### src/rtl/root_unit.sv
// root_unit: integer cube root (mode 0) or square root (mode 1) of a W-bit
// operand, digit-by-digit restoring method, with exact remainder. All adds
// for the trial term go through an external combinational adder.
module root_unit #(
    parameter int W = 16,
    localparam int C_D = (W + 2) / 3,
    localparam int S_D = (W + 1) / 2,
    localparam int AW  = W + 2
) (
    input  logic           clk,
    input  logic           rst,
    input  logic           start,
    input  logic           mode,
    input  logic [W-1:0]   x_i,
    output logic [S_D-1:0] result,
    output logic [W-1:0]   rem_o,
    output logic           busy,
    output logic           done,
    output logic [AW-1:0]  sum_in_a,
    output logic [AW-1:0]  sum_in_b,
    input  logic [AW-1:0]  sum_out
);

    localparam int CW = $clog2(S_D);
    // wide enough to hold the trial term shifted by the largest digit weight
    localparam int BW = AW + 3 * C_D;
    localparam logic [CW-1:0] C_LAST = CW'(C_D - 1);
    localparam logic [CW-1:0] S_LAST = CW'(S_D - 1);

    typedef enum logic [3:0] {
        IDLE, SHIFT, INC1, MUL, TRIPLE, DBL, INC2, CMP, FIN
    } state_t;

    state_t          state;
    logic            m;
    logic [S_D-1:0]  y;
    logic [W-1:0]    r;
    logic [AW-1:0]   t, p;
    logic [CW-1:0]   i, j;
    logic [CW+1:0]   sh;
    logic [BW-1:0]   b;
    logic            fit;
    logic [AW-1:0]   ye;

    assign ye = {{(AW - S_D){1'b0}}, y};

    // trial subtrahend t<<s at full precision and the restoring compare
    always_comb begin
        sh  = m ? {1'b0, i, 1'b0} : ({2'b00, i} + {1'b0, i, 1'b0});
        b   = {{(BW - AW){1'b0}}, t} << sh;
        fit = {{(BW - W){1'b0}}, r} >= b;
    end

    // adder operand select; both operands rest at zero when unused
    always_comb begin
        sum_in_a = '0;
        sum_in_b = '0;
        case (state)
            INC1:   begin sum_in_a = ye; sum_in_b = AW'(1); end
            MUL:    begin sum_in_a = t;  sum_in_b = y[j] ? (p << j) : '0; end
            TRIPLE: begin sum_in_a = t;  sum_in_b = t << 1; end
            DBL:    begin sum_in_a = ye; sum_in_b = ye; end
            INC2:   begin sum_in_a = t;  sum_in_b = AW'(1); end
            default: ;
        endcase
    end

    // control FSM with registered outputs; one digit of the root per pass
    always_ff @(posedge clk or negedge rst) begin
        if (!rst) begin
            state  <= IDLE;
            m      <= 1'b0;
            y      <= '0;
            r      <= '0;
            t      <= '0;
            p      <= '0;
            i      <= '0;
            j      <= '0;
            result <= '0;
            rem_o  <= '0;
            busy   <= 1'b0;
            done   <= 1'b0;
        end else begin
            done <= 1'b0;
            case (state)
                IDLE: if (start) begin
                    r     <= x_i;
                    m     <= mode;
                    y     <= '0;
                    i     <= mode ? S_LAST : C_LAST;
                    busy  <= 1'b1;
                    state <= SHIFT;
                end
                SHIFT: begin
                    y     <= y << 1;
                    state <= m ? DBL : INC1;
                end
                // p = y+1, then t accumulates y*p one partial product per cycle
                INC1: begin
                    p     <= sum_out;
                    t     <= '0;
                    j     <= '0;
                    state <= MUL;
                end
                MUL: begin
                    t <= sum_out;
                    if (j == C_LAST) state <= TRIPLE;
                    else             j     <= j + CW'(1);
                end
                TRIPLE: begin
                    t     <= sum_out;
                    state <= INC2;
                end
                DBL: begin
                    t     <= sum_out;
                    state <= INC2;
                end
                INC2: begin
                    t     <= sum_out;
                    state <= CMP;
                end
                CMP: begin
                    if (fit) begin
                        r <= r - b[W-1:0];
                        y <= y + S_D'(1);
                    end
                    if (i == '0) state <= FIN;
                    else begin
                        i     <= i - CW'(1);
                        state <= SHIFT;
                    end
                end
                FIN: begin
                    result <= y;
                    rem_o  <= r;
                    done   <= 1'b1;
                    busy   <= 1'b0;
                    state  <= IDLE;
                end
                default: state <= IDLE;
            endcase
        end
    end

endmodule

### config.mk
export PLATFORM = sky130hd
export DESIGN_NAME = root_unit
export DESIGN_NICKNAME = d
export VERILOG_FILES = /design/src/rtl/root_unit.sv
export SDC_FILE = /design/constraint.sdc
export NUM_CORES = 1
export LEC_CHECK = 0
export CAP_MARGIN = 0
export CORE_ASPECT_RATIO = 0.9
export CORE_MARGIN = 2
export CORE_UTILIZATION = 47
export CTS_BUF_LIST = sky130_fd_sc_hd__clkbuf_16
export CTS_CLUSTER_DIAMETER = 40
export DETAILED_ROUTE_END_ITERATION = 12
export PLACE_DENSITY_LB_ADDON = 0.15
export SYNTH_ARGS = -nofsm -noshare
export SYNTH_HDL_FRONTEND = slang
export SYNTH_SLANG_ARGS = --single-unit
### constraint.sdc
create_clock -name clk -period 4.6 [get_ports clk]
set_input_delay 0.69 -clock clk [delete_from_list [all_inputs] [get_ports clk]]
set_output_delay 0.69 -clock clk [all_outputs]
set_load 0.02 [all_outputs]
After elaboration in Yosys (flattened, before gate mapping)
Cells that the tools add are included.

Add/sub/neg operators: 5. Magnitude comparators: 2. Equality and inequality tests: 14. Shift operators: 2. Muxes and demuxes: 27. Reductions and logical operators: 19.

Operator list (number): one-hot mux 18 bit (2 select lines) (2); one-hot mux 18 bit (4 select lines) (1); greater-or-equal comparator 16 x 36 -> 1 bit (1); << shifter 18 x 5 -> 36 bit (1); two-way mux 16 bit (2); one-hot mux 16 bit (2 select lines) (1); one-hot mux 4 bit (7 select lines) (1); one-hot mux 8 bit (3 select lines) (1); two-way mux 18 bit (1); << shifter 18 x 3 -> 18 bit (1); equality test 4 x 3 -> 1 bit, second input constant (4); two-way mux 8 bit (2); subtractor 16 bit (1); two-way mux 3 bit (4); two-way mux 4 bit (3); one-hot mux 3 bit (2 select lines) (2); inequality test 2 bit, second input constant (5); AND reduction 3 bit (3); adder 8 x 1 -> 8 bit, second input constant (1); equality test 4 x 2 -> 1 bit, second input constant (2); AND reduction 2 bit (4); nonzero test 2 bit (4); OR reduction 2 bit (3); adder 3 x 4 -> 5 bit (1); other kinds (16) (18).

Register bits: 97. Input bits: 38. Output and inout port bits: 62. Logic and storage cells: 81.

Depth between registers and ports, before layout
Word-level depth: 6. Depth in mapped cells: 22. Mapped depth without buffers: 19.

Worst setup path after synthesis
Ideal clock, no wire load.

Path type: reg-to-reg. Start point: register i[1]. End point: register r[10]. Setup time: 125 ps. Arrival time: 4075 ps. Required time: 4475 ps. Setup slack: 400 ps. Stages on the path, launching flop included: 20. Path buffers: 2. Clock period less this slack: 4200 ps. Path through: dfrtp_1 -> ha_1 -> inv_1 -> fa_1 -> nor2b_1 -> nor2_1 -> buf_2 -> mux2i_1 -> mux2_2 -> nor2_1 -> or3_1 -> ha_1 -> a21o_1 -> a211oi_1 -> o211ai_1 -> a31oi_1 -> a211oi_2 -> nor2_4 -> buf_6 -> mux2_4.

Word-level cells in the longest chain between the ends: 6. Elaborated cells on any way between the ends: 9. Classes of those cells: add/sub: 2; order compare: 1; eq/ne: 1; shift: 1; mux: 3; reduce/logical: 1.

Ends and longest elaborated chain: start: declaration (RTL line 39) `logic [CW-1:0] i, j;`; start signal: assignment (RTL line 90) `i <= mode ? S_LAST : C_LAST;`; start signal: assignment (RTL line 129) `i <= i - CW'(1);`; adder 3 x 4 -> 5 bit (RTL line 49) `sh = m ? {1'b0, i, 1'b0} : ({2'b00, i} + {1'b0, i, 1'b0});`; two-way mux 5 bit * (RTL line 49); << shifter 18 x 5 -> 36 bit * (RTL line 50) `b = {{(BW - AW){1'b0}}, t} << sh;`; greater-or-equal comparator 16 x 36 -> 1 bit or subtractor 16 bit (tied branches) (RTL line 51, 124); inequality test 2 bit (no line) or two-way mux 16 bit (tied branches); AND reduction 3 bit (no line) or one-hot mux 16 bit (2 select lines) (tied branches); end signal: assignment (RTL line 87) `r <= x_i;`; end signal: assignment (RTL line 124) `r <= r - b[W-1:0];`; end: declaration (RTL line 37) `logic [W-1:0] r;`.

Mark *: on every way between the ends. The rest lies on a longest branch, timed or not. The select of a mux whose other input is x is not followed. A chain may end at the register's enable or synchronous reset.

Worst setup path after layout
Start point: register i[1]. End point: register r[8].

The elaborated chain is that of the path after synthesis.

==> out/metrics.csv <==
stage,metric,value,unit
cts,CTS tree,done,
global_route,GRT Total Usage,26.63,%
synth,"Top FF cell, synth",dfrtp_1,
drt,DR vias,6594,
setup_path,Crit Path Class,reg2reg,
synth,Cells after Synth,791,
sta,Clock Skew,0.01324,ns
cts,clk_lat worst skew,0.36,ns
final_layout,fill cell total of the finished layout,1237,
global_route,grt ovf,0,
final_layout,P&R area growth vs syn,23.78,%
placement,DP Wirelength,15.48,mm
final_layout,fraction of layout cells with a size suffix above 1,19.37,%
synth,#FFs+latches synth,97,
sta,Slew Limit Fails,0,
sta,Hold WS,0.4110,ns
synth,"FFs w/ async S/R, synth",100.0,%
synth,"Seq/Total Area, Yosys",33.60,%
sta,Tmin final,4.387,ns
global_route,first-pass GRT wire length,34.18,mm
cts,CTS Buf Count,9,
drt,Via density,6.072,
global_route,initial antenna violation count,0,
placement,port bufs,99,
global_route,largest net degree at the start of global routing,59,
sta,fmax,227.9,MHz
cts,root buffer cell,clkbuf_16,
cts,Max H-tree Level,3,
cts,"Reg clk slew, reported paths",0.07,ns
drt,initial drt markers,613,
floorplanning,Placement Rows,42,
floorplanning,Starting Density,48.58,%
cts,clock sink total,97,
outcome,outcome,completed,
synth,post-synth cell types,71,
drt,WL final,21.30,mm
synth,"EDFF count, synth",0,
synth,syn_nets,854,
setup_path,worst path required time,4.84,ns
floorplanning,Ports,100,
setup_path,Worst setup SP type,register,
setup_path,critical path capture point type,register,
synth,yosys warns,0,
global_route,number of global-route vias before repair,6394,
sta,final hold violations,0,
final_layout,n_diodes,0,
floorplanning,Die Area,16380,um^2
sta,final worst path period share,95.37,%
drt,DRC,0,
hold_path,worst min path class,in2async,
final_layout,post-layout util,60.13,%
floorplanning,Die Width,134.7,um
floorplanning,die height,121.6,um
drt,mean routed wirelength per cell,19.61,um
setup_path,critical path arrival,4.63,ns
setup_path,CP max FO,7,
final_layout,fin nets,946,
synth,Post-Synthesis Cell Area,7224,um^2
sta,setup violators final,0,
drt,number of routed nets with antenna violations,0,
synth,Syn Area/Cell,9.133,um^2
cts,CTS Buffer Depth,2,
flow_run,Max-cap violations,0,
floorplanning,core box area,14870,um^2
placement,RD Place Congestion,0.9242,
sta,Rel. slew slack,19.02,%
drt,DR pass1 iterations,8,
sta,Worst-Margin Slew,1.215,ns
[path summary, 6_finish.rpt]
check	start	end	slack [ns]	cells past startpoint
max	i[1]	r[8]	0.21	19
min	rst	rem_o[12]	0.41	1
max reg2reg	i[1]	r[8]	0.21	19
min reg2reg	rem_o[5]	rem_o[5]	0.51	1
max in group asynchronous	rst	p[1]	3.20	2
min in group clk	rem_o[5]	rem_o[5]	0.51	1
[cell families after synthesis]
logic type,after synthesis,share of synthesized area (%)
and+or+nand+nor,252,16.90
AOI/OAI and AO/OA,205,18.03
muxes,121,20.11
DFF,97,33.60
buffers and inverters,75,4.884
adders and majority gates,25,4.538
xor gates and xnor gates,16,1.940
[metal layers]
layer	up-vias	GRT usage, %	wire length [um]
met3	32	4.619	1481
li1	3065	-	-
met1	3237	38.16	9741
met4	0	8.355	444
met5	-	0	0
met2	260	41.21	9627
[worst max-delay path, stage by stage (launching register included)]
cell and delay, ns:
dfrtp_2 0.40, ha_2 0.18, inv_1 0.05, fa_2 0.56, buf_4 0.13, or4bb_4 0.54, o211ai_4 0.11, o311ai_1 0.12
nand3_1 0.20, ha_4 0.24, a21o_1 0.18, a21o_1 0.18, a21oi_2 0.15, o211ai_1 0.11, a31oi_1 0.21, a211oi_2 0.08
buf_4 0.16, nor2_4 0.16, clkbuf_16 0.20, mux2_4 0.30
[through the flow]
step	instances	instance area, um^2	setup TNS [ns]	worst slack (ns)
finish	1086	8942	0	0.2129
global route	1086	8942	-0.09317	-0.02228
CTS	1077	8722	0	0.06259
detailed placement	1061	8408	-0.04768	-0.04103
global placement	1061	8408	0	0.1572
floorplan	791	7224	0	0.4002
[synth_stat cells, types with 9 or more instances]
library cell	n	area share, %
inv_1	19	0.99
mux2_2	61	9.5
mux2i_1	40	5.5
a21oi_1	36	2.5
dfrtp_1	97	34
nand3_1	20	1.4
nand2_1	107	5.6
a211oi_1	9	0.94
clkbuf_1	36	1.9
xnor2_1	9	1.1
a22o_1	9	1.1
nand2b_1	11	0.95
mux2_4	9	1.9
o21ai_0	78	5.4
and2_1	11	0.95
nor2_1	41	2.1
ha_1	23	4.0
nor3_1	20	1.4
mux4_2	9	2.8
[state kept, by name (all words and copies together), names as in the netlist, 3 cells and up]
signal / cells
t: 18
p: 18
state: 4
r: 16
j: 3
i: 3
y: 8
rem_o: 16
result: 8
[layout by cell type, fill, tap and decap left out, types with 11 or more instances in the layout]
cell type,count
nand2_1,107
mux2_2,61
buf_4,36
inv_1,19
nor2_1,39
a21oi_1,33
ha_1,18
nand3_1,19
clkdlybuf4s50_1,98
and2_1,11
mux2i_1,38
nor3_1,19
dfrtp_1,96
o21ai_0,76
[timing repair]
item / CTS / global route
buffers inserted: 0 / 8
setup endpoints to repair: 2 / 24
hold buffers: 0 / 0
pin swaps: 0 / 10
cloned: 0 / 1
resized for setup: 2 / 28
[area by class of cell]
type | count | area [um^2] | area share, %
Multi-Input combinational cell | 619 | 4584 | 51.27
Sequential cell | 97 | 2429 | 27.16
Timing Repair Buffer | 136 | 1296 | 14.50
Tap cell | 198 | 247.7 | 2.770
Clock buffer | 9 | 225.2 | 2.519
Clock inverter | 7 | 85.08 | 0.9514
Inverter | 20 | 75.07 | 0.8395
Power is not shown: default switching activity piles up to over one toggle a cycle in this logic, so the estimate is an artifact.
